`config.mk`:
```
export PLATFORM = sky130hd
export DESIGN_NAME = tx_buffer_ctrl
export DESIGN_NICKNAME = d
export VERILOG_FILES = /design/src/rtl/tx_buffer_ctrl_pkg.sv /design/src/rtl/tx_ptr_ctrl.sv /design/src/rtl/tx_buffer_ctrl.sv
export SDC_FILE = /design/constraint.sdc
export NUM_CORES = 1
export LEC_CHECK = 0
export BUFFER_PORTS_ARGS = -buffer_cell sky130_fd_sc_hd__buf_2
export CORE_MARGIN = 2
export CORE_UTILIZATION = 44
export DETAILED_ROUTE_END_ITERATION = 8
export PLACE_DENSITY = 0.77
export SLEW_MARGIN = 5
export SYNTH_ARGS = -nofsm -noshare
export SYNTH_HDL_FRONTEND = slang
export SYNTH_SLANG_ARGS = --single-unit
```
`constraint.sdc`:
```
create_clock -name tClk -period 2.7 [get_ports tClk]
set_clock_uncertainty 0.2 [all_clocks]
set_input_delay 0.135 -clock tClk [delete_from_list [all_inputs] [get_ports tClk]]
set_output_delay 0.135 -clock tClk [all_outputs]
set_load 0.02 [all_outputs]
```
`src/rtl/tx_buffer_ctrl_pkg.sv`:
```
// Shared constants and FSM encoding for the transmit buffer controller.
package tx_buffer_ctrl_pkg;

    localparam int BITWIDTH_DEF = 8;
    localparam int BUF_DEPTH    = 4;
    localparam int PTR_W        = 2;
    localparam int CNT_W        = 3;

    typedef enum logic [2:0] {
        S_IDLE    = 3'd0,
        S_FETCH   = 3'd1,
        S_CAPTURE = 3'd2,
        S_LOAD    = 3'd3,
        S_WAIT    = 3'd4
    } tx_state_t;

endpackage

```
`src/rtl/tx_ptr_ctrl.sv`:
```
// Write/read pointers and occupancy count for the 4-entry transmit buffer.
module tx_ptr_ctrl
    import tx_buffer_ctrl_pkg::*;
(
    input  logic             tClk,
    input  logic             tRst,
    input  logic             wrEn,
    input  logic             rdEn,
    output logic [PTR_W-1:0] wrPtr,
    output logic [PTR_W-1:0] rdPtr,
    output logic [CNT_W-1:0] count
);

    // Pointers wrap naturally at the 2-bit boundary; wrEn and rdEn are exclusive upstream.
    always_ff @(posedge tClk or posedge tRst) begin
        if (tRst) begin
            wrPtr <= '0;
            rdPtr <= '0;
            count <= '0;
        end else begin
            if (wrEn)
                wrPtr <= wrPtr + 1'b1;
            if (rdEn)
                rdPtr <= rdPtr + 1'b1;
            case ({wrEn, rdEn})
                2'b10:   count <= count + 1'b1;
                2'b01:   count <= count - 1'b1;
                default: count <= count;
            endcase
        end
    end

endmodule

```
`src/rtl/tx_buffer_ctrl.sv`:
```
// Host-to-serializer transmit buffer sequencer: arbitrates buffer writes and
// fetches, then hands each byte to the serializer and waits for its completion.
//
// state   | meaning
// --------+-----------------------------------------------------------
// IDLE    | nothing in flight; start when txEn=1 and buffer not empty
// FETCH   | issue buffer read unless a host write owns the port
// CAPTURE | buffer read data valid; latch into sData
// LOAD    | sLoad pulse to the serializer
// WAIT    | serializer busy; sDone selects next fetch or idle
module tx_buffer_ctrl
    import tx_buffer_ctrl_pkg::*;
#(
    parameter int BITWIDTH = BITWIDTH_DEF,
    parameter int DEPTH    = BUF_DEPTH
) (
    input  logic                tClk,
    input  logic                tRst,
    input  logic                txEn,
    input  logic                hWrReq,
    input  logic [BITWIDTH-1:0] hData,
    output logic                hWrAck,
    output logic                hFull,
    output logic                tWR,
    output logic                tRD,
    output logic [PTR_W-1:0]    tpaddr,
    output logic [BITWIDTH-1:0] tdataIn,
    input  logic [BITWIDTH-1:0] bRdData,
    output logic                sLoad,
    output logic [BITWIDTH-1:0] sData,
    input  logic                sDone,
    output logic                txEmpty,
    output logic [CNT_W-1:0]    count
);

    localparam logic [CNT_W-1:0] FULL_CNT = CNT_W'(DEPTH);

    tx_state_t        state;
    logic [PTR_W-1:0] wrPtr;
    logic [PTR_W-1:0] rdPtr;
    logic             wrAcc;
    logic             rdFetch;
    logic             hasData;

    // Host writes win the single buffer port; a pending fetch simply stalls.
    assign wrAcc   = hWrReq && (count != FULL_CNT) && !tRst;
    assign rdFetch = (state == S_FETCH) && !wrAcc && !tRst;
    assign hasData = (count != '0);

    tx_ptr_ctrl u_ptr (
        .tClk  (tClk),
        .tRst  (tRst),
        .wrEn  (wrAcc),
        .rdEn  (rdFetch),
        .wrPtr (wrPtr),
        .rdPtr (rdPtr),
        .count (count)
    );

    assign tWR     = wrAcc;
    assign tRD     = rdFetch;
    assign hWrAck  = wrAcc;
    assign tpaddr  = wrAcc ? wrPtr : rdPtr;
    assign tdataIn = hData;
    assign hFull   = (count == FULL_CNT);
    assign txEmpty = !hasData && (state == S_IDLE);

    always_ff @(posedge tClk or posedge tRst) begin
        if (tRst) begin
            state <= S_IDLE;
            sLoad <= 1'b0;
            sData <= '0;
        end else begin
            sLoad <= 1'b0;
            case (state)
                S_IDLE: begin
                    if (txEn && hasData)
                        state <= S_FETCH;
                end
                S_FETCH: begin
                    if (rdFetch)
                        state <= S_CAPTURE;
                end
                S_CAPTURE: begin
                    sData <= bRdData;
                    sLoad <= 1'b1;
                    state <= S_LOAD;
                end
                S_LOAD: begin
                    state <= S_WAIT;
                end
                S_WAIT: begin
                    // txEn only gates the next fetch; the current byte always completes.
                    if (sDone)
                        state <= (txEn && hasData) ? S_FETCH : S_IDLE;
                end
                default: begin
                    state <= S_IDLE;
                end
            endcase
        end
    end

endmodule

```
* After elaboration in Yosys (flattened, before gate mapping)
Cells that the tools add are included.
** Word-level totals
- Logic and storage cells :: 42
- Bits of input ports :: 21
- Flip-flop bits (word level) :: 19
** Operators by class
- Reductions and logical operators :: 13
- Muxes and demuxes :: 8
- Eq/ne operators :: 11
- Add/sub/neg operators :: 4
** Operators with widths (count)
- $pmux 3 s5 :: 1
- $mux 3 :: 3
- $eq 3x2->1 const B :: 2
- $eq 3x3->1 const B :: 2
- $logic_and 1x1->1 :: 6
- $pmux 3 s2 :: 1
- $add 2x1->2 const B :: 2
- $ne 2x1->1 const B :: 2
- $add 3x1->3 const B :: 1
- $eq 3x1->1 const B :: 1
- $logic_not 1->1 :: 3
- $logic_not 3->1 :: 1
- $ne 3x3->1 const B :: 1
- $reduce_and 3->1 :: 1
- $reduce_bool 3->1 :: 1
- $sub 3x1->3 const B :: 1
- $eq 2x1->1 const B :: 1
- $eq 2x2->1 const B :: 1
- $mux 1 :: 2
- $mux 2 :: 1
- $ne 2x2->1 const B :: 1
- $reduce_bool 2->1 :: 1

* Depth between registers and ports, before layout
Gate-level depths: netlist of the first run.
- Depth in word-level cells :: 8
- Depth in mapped cells :: 8
- Depth with buffers taken out :: 8

* Hierarchy
From an unflattened synthesis of the first run, not the netlist that was laid out.
** Second synthesis, totals
- Cell total of the unflattened synthesis :: 73
- Area total of the unflattened synthesis :: 915.9 sq um
** Modules (own cells, without submodules)
- tx_buffer_ctrl :: instances 1, cells each 51, seq. area each 300.3 sq um, area each 616.8 sq um
- tx_ptr_ctrl :: instances 1, cells each 22, seq. area each 175.2 sq um, area each 299.0 sq um

* Worst setup path before layout of the first run
OpenSTA, ideal clock, no wires.
- Path kind :: reg-to-reg
- Start :: register u_ptr.count[0]
- End :: register u_ptr.count[2]
- Path buffers :: 0
- Arrival time :: 2511 ps
- Setup slack :: -90 ps
- Stages on the path, launching flop included :: 9
- Period minus slack after synthesis :: 2790 ps
- Setup time :: 80 ps
- Required time :: 2420 ps
- Cells stage by stage :: dfrtp_1 or3b_4 a211oi_2 ha_1 inv_1 fa_1 xor2_1 nor2_1 xor2_1
** On the way
- Longest elaborated chain between the ends :: 8
** RTL lines
- start, declared :: line tx_ptr_ctrl.sv:11 : output logic [CNT_W-1:0] count
- start signal, assigned :: line tx_ptr_ctrl.sv:26 : 2'b10: count <= count + 1'b1;
- start signal, assigned :: line tx_ptr_ctrl.sv:27 : 2'b01: count <= count - 1'b1;
- start signal, assigned :: line tx_ptr_ctrl.sv:28 : default: count <= count;
- $ne 3x3->1 * :: line tx_buffer_ctrl.sv:46 : assign wrAcc = hWrReq && (count != FULL_CNT) && !tRst;
- $logic_and 1x1->1 * (2 in series) :: line tx_buffer_ctrl.sv:46
- $logic_not 1->1 * :: line tx_buffer_ctrl.sv:47 : assign rdFetch = (state == S_FETCH) && !wrAcc && !tRst;
- $logic_and 1x1->1 * (2 in series) :: line tx_buffer_ctrl.sv:47
- net tRD :: line tx_buffer_ctrl.sv:25 : output logic tRD,
- $eq 2x1->1 or $eq 2x2->1 (tied branches) :: line tx_ptr_ctrl.sv:25 : case ({wrEn, rdEn})
- $pmux 3 s2 or $reduce_bool 2->1 (tied branches)
Mark *: on every way through the listed nets, which the timed path passes. The rest lies on a longest branch.
A chain may end at the register's enable or synchronous reset.

* Final worst setup path of the first run
- Start :: register state[1]
- End :: register u_ptr.count[2]
** On the way
- Longest elaborated chain between the ends :: 5
** RTL lines
- start, declared :: line tx_buffer_ctrl.sv:38 : tx_state_t state;
- start signal, assigned :: line tx_buffer_ctrl.sv:95 : state <= (txEn && hasData) ? S_FETCH : S_IDLE;
- $eq 3x1->1 * :: line tx_buffer_ctrl.sv:47
- $logic_and 1x1->1 * (2 in series) :: line tx_buffer_ctrl.sv:47
- $eq 2x1->1 or $eq 2x2->1 (tied branches) :: line tx_ptr_ctrl.sv:25
- $pmux 3 s2 or $reduce_bool 2->1 (tied branches)
Every way passes the cells marked *; elsewhere a longest branch is shown, timed or not.

==> results of run 1 <==
-- metrics by stage --
step	cell area [sq um]	setup WS [ns]	utilization
5_1_grt	1240	0.00462	0.618
6_report	1240	0.113	0.618
3_5_place_dp	1100	0.150	0.548
2_1_floorplan	967	0.0212	-
3_3_place_gp	1100	0.248	0.548
4_1_cts	1230	0.115	0.616
-- cells in the final DEF (no fill, tap or decap), drive strengths merged --
cell type,synthesis,routed
clkbuf,0,3
mux2,9,9
ha,1,1
nand2b,1,1
nor2,2,2
o2111ai,1,1
a21o,1,1
or3,1,1
o211ai,2,2
xor2,4,4
nor3b,1,1
buf,9,32
xnor2,3,3
nand3,1,1
nand2,2,2
o21ai,1,1
a21oi,2,2
a2111oi,1,1
nor4,1,1
inv,10,10
mux2i,1,1
or4b,1,1
fa,1,1
dlygate4sd3,0,11
dfrtp,19,19
and4,1,1
or3b,2,2
clkinv,0,1
a211oi,1,1
-- state kept, by name, summed over array words and instances (netlist names) --
signal,cells
state,3
sData,8
u_ptr.wrPtr,2
u_ptr.rdPtr,2
sLoad,1
u_ptr.count,3
-- power breakdown --
group          internal [W]  total [W]  switching, W
Sequential         0.000425   0.000529      0.000104
Combinational      0.000308   0.000701      0.000393
Clock             0.0000553   0.000145     0.0000895
Total              0.000789    0.00138      0.000586
-- final cells by class --
class	count	area, sq um
timing repair buffer	43	273
clock inverter	1	5.00
clock buffer	3	22.5
fill	155	766
multi-input combinational	41	389
sequential	19	475
inverter	10	37.5
tap	27	33.8
-- logic make-up after synthesis --
| logic type | share of synthesized area |
|---|---|
| xor gates and xnor gates | 0.0639 |
| adders and majority gates | 0.0339 |
| and+or+nand+nor | 0.0913 |
| muxes | 0.116 |
| AOI/OAI and AO/OA | 0.0900 |
| buffers and inverters | 0.110 |
| DFF | 0.495 |
-- worst max-delay path by stage --
stage | cells past startpoint | startpoint | to | slack, ns
2_1_floorplan | 8 | u_ptr.count[0]$_DFFE_PP0P_ | u_ptr.count[2]$_DFFE_PP0P_ | 0.02
3_3_place_gp | 8 | u_ptr.count[0]$_DFFE_PP0P_ | u_ptr.count[2]$_DFFE_PP0P_ | 0.25
3_5_place_dp | 8 | u_ptr.count[0]$_DFFE_PP0P_ | u_ptr.count[2]$_DFFE_PP0P_ | 0.15
4_1_cts | 8 | u_ptr.count[0]$_DFFE_PP0P_ | u_ptr.count[2]$_DFFE_PP0P_ | 0.11
5_1_grt | 8 | state[1]$_DFFE_PP0P_ | u_ptr.count[2]$_DFFE_PP0P_ | 0.005
6_report | 8 | state[1]$_DFFE_PP0P_ | u_ptr.count[2]$_DFFE_PP0P_ | 0.11
-- routing by layer --
metal	global-route usage	share of wire	vias up
met5	0	0	-
met4	0.104	0.022	0
met3	0.0357	0.041	6
met2	0.263	0.52	14
met1	0.192	0.42	332
li1	-	-	334
-- worst max-delay path: stages, from the launching register on --
cell and delay (ns):
sky130_fd_sc_hd__dfrtp_1 0.47, sky130_fd_sc_hd__or3b_4 0.46, sky130_fd_sc_hd__a211oi_4 0.29, sky130_fd_sc_hd__ha_2 0.25
sky130_fd_sc_hd__inv_1 0.05, sky130_fd_sc_hd__fa_1 0.38, sky130_fd_sc_hd__xor2_1 0.15, sky130_fd_sc_hd__nor2_1 0.11
sky130_fd_sc_hd__xor2_1 0.15
-- repair_timing --
item                                    4_1_cts  5_1_grt
resized for setup                             0        1
endpoints found under the setup margin        0        1
hold endpoints to repair                     29        0
hold buffers                                 11        0
==> impl_results.md, run 1 <==
* Outcome: finished, final reports clean
* Number of CTS-inserted buffers at 3
* Final Max Slew Viols at 0
* DRC violations left at 0
* Via Count at 686
* Syn Inst Count at 79
* Final #Nets at 141
* Share of Yosys cell area claimed by the top area cell type at 0.495
* Layout overhead on the synthesized area at 28.8%
* Site row count at 16
* Core region area at 2000 sq um
* VDD IR-drop max at 548 uV
* Cell types with the largest area share after synthesis: sky130_fd_sc_hd__dfrtp_1 50%, sky130_fd_sc_hd__mux2_2 11%, sky130_fd_sc_hd__buf_4 7.0%
* Total design power at 0.00138 W
* CTS H-Tree Depth at 1
* Number of global-route vias before repair at 726
* Initial antenna violation count at 0
* Root buffer selected by CTS: sky130_fd_sc_hd__clkbuf_4
* Required time worst endpoint at 2.74 ns
* Net Count, Synth at 102
* Power per cell area at 1110 nW/um^2
* Top FF cell, synth: sky130_fd_sc_hd__dfrtp_1
* Count of endpoints failing hold in the final timing report at 0
* Count of input and output buffers at 31
* Diodes inserted at 0
* Total Negative Setup Slacks at 0 ns
* Post-route minimum period at 2.59 ns
* Number of cells traversed by the worst hold path at 3
* Final Non-Filler Cells at 144
* Final number of setup-violating endpoints at 0
* Area leader, netlist: sky130_fd_sc_hd__dfrtp_1
* Setup crit start kind: flop
* Die width at 50.7 um
* Fmax at 387 MHz
* Height of the die at 50.7 um
* Number of detailed-routing iterations run before antenna repair at 3
* Flops & latches, synth at 19
* Average wire per standard cell at 13.1 um
* RSZ-0062 raised after global routing: no
* Proportion of layout cells with a drive suffix above 1 at 0.436
* Buffer levels on the longest clock path at 2
* Number of enable flip-flop cells after synthesis at 0
* # placed instances at 129
* Most numerous cell in the Yosys netlist: sky130_fd_sc_hd__dfrtp_1
* Critical R2R Launch: state[1]$_DFFE_PP0P_
* Worst Path Arrival at 2.62 ns
* Number of ports placed on the die boundary at 48
* Num Clock Sinks at 19
* Gp weighted congestion at 0.715
* Total Routing Usage GR at 0.162
* Worst max-slew margin expressed relative to the limit at 0.805
* CP Capture Type: flop
* Leakage power summed over all cells at 0.609 nW
* Pin count of the biggest net entering global routing at 22
* End of the worst register-to-register path: u_ptr.count[2]$_DFFE_PP0P_
* Worst Path Max Fanout at 8
* 1st-iter DRT viols at 4
* Count of buffers added by post-CTS timing repair for setup at 0
* Clock tree from TritonCTS: built
* Area of the mapped netlist at 960 sq um
* Slew at the pin with the worst max-slew slack at 0.292 ns
* Path type of the worst min-delay path: in2reg
* Full die area at 2570 sq um
* Routed via count divided by cell count at 4.76
* Clock input transition at the sequential cells of the worst setup and hold paths at 0.11 ns
* Critical setup path kind: reg2reg
* Register-to-Register Path Depth at 8
* Max-cap violation count at 0
* Starting Density at 0.479
* R2R Setup Slk at 0.11 ns
* Sequential fraction of the synthesis area at 0.495
* Syn. warnings at 0
* Detailed Route WL at 1.89 mm
* Hold wc startpoint: hWrReq
* Worst hold slack across all endpoints at 0.0636 ns
* Sink of the worst hold path: u_ptr.rdPtr[0]$_DFFE_PP0P_
* Wire length of the first global-routing pass at 3.12 mm
* Post-detail-place hpwl at 1.34 mm
* Most frequent cells after synthesis: 19 x sky130_fd_sc_hd__dfrtp_1, 9 x sky130_fd_sc_hd__buf_4, 9 x sky130_fd_sc_hd__inv_1, 9 x sky130_fd_sc_hd__mux2_2, 4 x sky130_fd_sc_hd__xor2_1
* Proportion of register bits with asynchronous set or reset after synthesis at 1.00
* Antenna-violating nets left at 0
* Total global routing overflow at 0
* Clk_lat worst skew at 0.30 ns
* Count of distinct cell types in the synthesized netlist at 27
* Mean post-synth cell area at 12.1 sq um
* Final cycle utilization of the critical path at 0.958
Note: power is estimated with default switching activity, not from simulation.
==> inputs of run 2 (changes only) <==
- CORE_UTILIZATION: 44 -> 43
- SYNTH_HIERARCHICAL: not set -> 1
==> run 2 against run 1 <==
- first-iteration DRC count up 75%
- combinational power decreased by 4.7%
- final cell count decreased by 4.2%
- highest routed layer unchanged
- worst setup slack gained 0.21 ns
- critical endpoint is now u_ptr/count[1]$_DFFE_PP0P_
- register-to-register slack gained 0.21 ns
==> impl_results.md, run 2 <==
* Area leader, netlist: sky130_fd_sc_hd__dfrtp_1
* Core region area at 1980 sq um (-1.0%)
* Post-detail-place hpwl at 1.48 mm (+10%)
* Number of enable flip-flop cells after synthesis at 0 (unchanged)
* Final cycle utilization of the critical path at 0.880 (-0.0777)
* 1st-iter DRT viols at 7 (+3)
* Max-cap violation count at 0 (unchanged)
* Flops & latches, synth at 19 (unchanged)
* Wire length of the first global-routing pass at 3.30 mm (+5.8%)
* Pin count of the biggest net entering global routing at 13 (-41%)
* Multiplexer area fraction after synthesis at 0.135 (+0.0192)
* Xor/xnor share of the synthesized area at 0.0669 (+0.00305)
* RSZ-0062 raised after global routing: no
* Largest register FFs at 8 (unchanged)
* Share of the synthesized area in compound gates (AO/OA/AOI/OAI) at 0.0410 (-0.0490)
* Final Max Slew Viols at 0 (unchanged)
* Proportion of layout cells with a drive suffix above 1 at 0.477 (+0.0416)
* Cell types with the largest area share after synthesis: sky130_fd_sc_hd__dfrtp_1 52%, sky130_fd_sc_hd__mux2_2 14%, sky130_fd_sc_hd__buf_4 7.4%
* Average wire per standard cell at 14.9 um (+14%)
* Sequential fraction of the synthesis area at 0.519 (+0.0237)
* DRC violations left at 0 (unchanged)
* Starting Density at 0.462 (-0.0173)
* Fraction of the mapped netlist area in adder cells at 0.0355 (+0.00162)
* Layout overhead on the synthesized area at 30.5%
* Gp weighted congestion at 0.769 (+7.6%)
* Share of Yosys cell area claimed by the top area cell type at 0.519 (+0.0237)
* Buffer levels on the longest clock path at 2 (unchanged)
* Worst hold slack across all endpoints at 0.0700 ns (+0.00645 ns)
* Count of distinct cell types in the synthesized netlist at 25 (-7.4%)
* Most frequent cells after synthesis: 19 x sky130_fd_sc_hd__dfrtp_1, 11 x sky130_fd_sc_hd__mux2_2, 9 x sky130_fd_sc_hd__buf_4
* Site row count at 16 (unchanged)
* Critical setup path kind: reg2reg
* Path type of the worst min-delay path: in2out
* Required time worst endpoint at 2.70 ns (-0.04 ns)
* Most common cell after layout, fill and taps aside: sky130_fd_sc_hd__buf_2
* Commonest cells after routing, fill and taps aside: 31 x sky130_fd_sc_hd__buf_2, 19 x sky130_fd_sc_hd__dfrtp_1, 11 x sky130_fd_sc_hd__mux2_2, 11 x sky130_fd_sc_hd__dlygate4sd3_1
* Post-route minimum period at 2.38 ns (-0.210 ns)
* Number of global-route vias before repair at 729 (+0.41%)
* Mean post-synth cell area at 12.5 sq um (+3.3%)
* VDD IR-drop max at 628 uV (+15%)
* Worst max-slew margin expressed relative to the limit at 0.679 (-0.126)
* Syn. warnings at 6 (+6)
* Via Count at 668 (-2.6%)
* Diodes inserted at 0 (unchanged)
* Leakage power summed over all cells at 0.584 nW (-4.1%)
* Clk_lat worst skew at 0.30 ns (about the same)
* Total Routing Usage GR at 0.183 (+0.0216)
* Final #Nets at 135 (-4.3%)
* Final Non-Filler Cells at 138 (-4.2%)
* Number of CTS-inserted buffers at 3 (unchanged)
* Final number of setup-violating endpoints at 0 (unchanged)
* Largest registers: sData x8, state x3, u_ptr/count x3
* Most numerous cell in the Yosys netlist: sky130_fd_sc_hd__dfrtp_1
* Routed via count divided by cell count at 4.84 (+1.6%)
* Full die area at 2520 sq um (-2.2%)
* Count of endpoints failing hold in the final timing report at 0 (unchanged)
* Net Count, Synth at 96 (-5.9%)
* Area fraction in and, or, nand and nor cells after synthesis at 0.0956 (+0.00436)
* Count of buffers added by post-CTS timing repair for setup at 0 (unchanged)
* Outcome: finished, final reports clean
* Num Clock Sinks at 19 (unchanged)
* Largest family of logic cells by synthesized area: multiplexers
* # placed instances at 123 (-4.7%)
* Antenna-violating nets left at 0 (unchanged)
* CP Capture Type: flop
* Slew at the pin with the worst max-slew slack at 0.480 ns (+0.188 ns)
* Detailed Route WL at 2.06 mm (+9.1%)
* Root buffer selected by CTS: sky130_fd_sc_hd__clkbuf_4
* Top FF cell, synth: sky130_fd_sc_hd__dfrtp_1
* Count of input and output buffers at 31 (unchanged)
* Clock tree from TritonCTS: built
* Filler cells at 160 (+3.2%)
* Height of the die at 50.2 um (-1.1%)
* Total Negative Setup Slacks at 0 ns (unchanged)
* Power per cell area at 1150 nW/um^2 (+3.6%)
* Proportion of register bits with asynchronous set or reset after synthesis at 1.00 (unchanged)
* Fmax at 421 MHz (+8.8%)
* Total global routing overflow at 0 (unchanged)
* Top register by number of flip-flops: sData
* Clock input transition at the sequential cells of the worst setup and hold paths at 0.11 ns (about the same)
* Die width at 50.2 um (-1.1%)
* Syn Inst Count at 73 (-7.6%)
* CTS H-Tree Depth at 1 (unchanged)
* Worst Path Max Fanout at 5 (-3)
* Worst Path Arrival at 2.38 ns (-0.24 ns)
* Number of detailed-routing iterations run before antenna repair at 4 (+1)
* Setup crit start kind: flop
* Initial antenna violation count at 0 (unchanged)
* Number of ports placed on the die boundary at 48 (unchanged)
* Area of the mapped netlist at 916 sq um (-4.6%)
==> run 2: cell types whose count changed after synthesis, sizes merged, moves of 2 or more <==
cell,before,now
inv,10,5
nand2,2,4
mux2,9,11
nor3,0,2
or3b,2,0
o211ai,2,0
==> run 2: layout make-up <==
class	instances	area (sq um)	share of cell area
sequential	19	475	0.398
multi-input combinational	39	359	0.301
timing repair buffer	44	280	0.235
tap	27	33.8	0.0283
clock buffer	3	22.5	0.0188
inverter	5	18.8	0.0157
clock inverter	1	5.00	0.00419
==> run 2: final timing paths <==
path | start | to | slack (ns) | cells after the start
min | hData[5] | tdataIn[5] | 0.07 | 0
max reg2reg | u_ptr/count[1]$_DFFE_PP0P_ | u_ptr/count[1]$_DFFE_PP0P_ | 0.32 | 6
min in group asynchronous | tRst | u_ptr/rdPtr[1]$_DFFE_PP0P_ | 0.14 | 3
min reg2reg | u_ptr/wrPtr[1]$_DFFE_PP0P_ | u_ptr/wrPtr[1]$_DFFE_PP0P_ | 0.30 | 1
max | u_ptr/count[1]$_DFFE_PP0P_ | u_ptr/count[1]$_DFFE_PP0P_ | 0.32 | 6
max in group asynchronous | tRst | sData[0]$_DFFE_PP0P_ | 1.93 | 4
==> run 2: critical path, stage by stage, from the launching register on <==
cell	delay (ns)
sky130_fd_sc_hd__dfrtp_1	0.47
sky130_fd_sc_hd__nor3b_4	0.27
sky130_fd_sc_hd__o21a_1	0.17
sky130_fd_sc_hd__and3_1	0.24
sky130_fd_sc_hd__ha_1	0.23
sky130_fd_sc_hd__fa_1	0.43
sky130_fd_sc_hd__mux2_2	0.26
==> run 2: cell families (layout without fill, tap and decap cells) <==
kind of cell	Yosys count	in the layout
adders and majority gates	2	2
muxes	11	11
AOI/OAI and AO/OA	5	5
and+or+nand+nor	14	14
xor gates and xnor gates	7	7
buffers and inverters	15	53
DFF	19	19
==> run 2: per-layer routing <==
layer	routed length, um	GRT usage	up-vias
met2	1130	0.329	23
met1	775	0.185	325
met4	50	0.111	0
met5	0	0	-
met3	103	0.0536	5
li1	-	-	315
==> run 2: power by group <==
group / switching (W) / internal, W
clock: 0.0000897 / 0.0000552
sequential: 0.000138 / 0.000426
combinational: 0.000363 / 0.000305
total: 0.000591 / 0.000787
==> run 2: through the flow <==
| step | instance area, sq um | setup WS (ns) | total power (W) | util |
|---|---|---|---|---|
| 2_1_floorplan | 932 | 0.0674 | 0.00104 | - |
| 3_3_place_gp | 1060 | 0.411 | 0.00119 | 0.533 |
| 3_5_place_dp | 1060 | 0.328 | 0.00123 | 0.533 |
| 4_1_cts | 1190 | 0.307 | 0.00139 | 0.603 |
| 5_1_grt | 1190 | 0.207 | 0.00147 | 0.603 |
| 6_report | 1190 | 0.323 | 0.00138 | 0.603 |
==> run 2: repair_timing <==
item / in CTS / in global routing
endpoints found under the setup margin: 0 / 0
hold buffers: 11 / 0
resized for setup: 0 / 0
hold endpoints to repair: 29 / 0
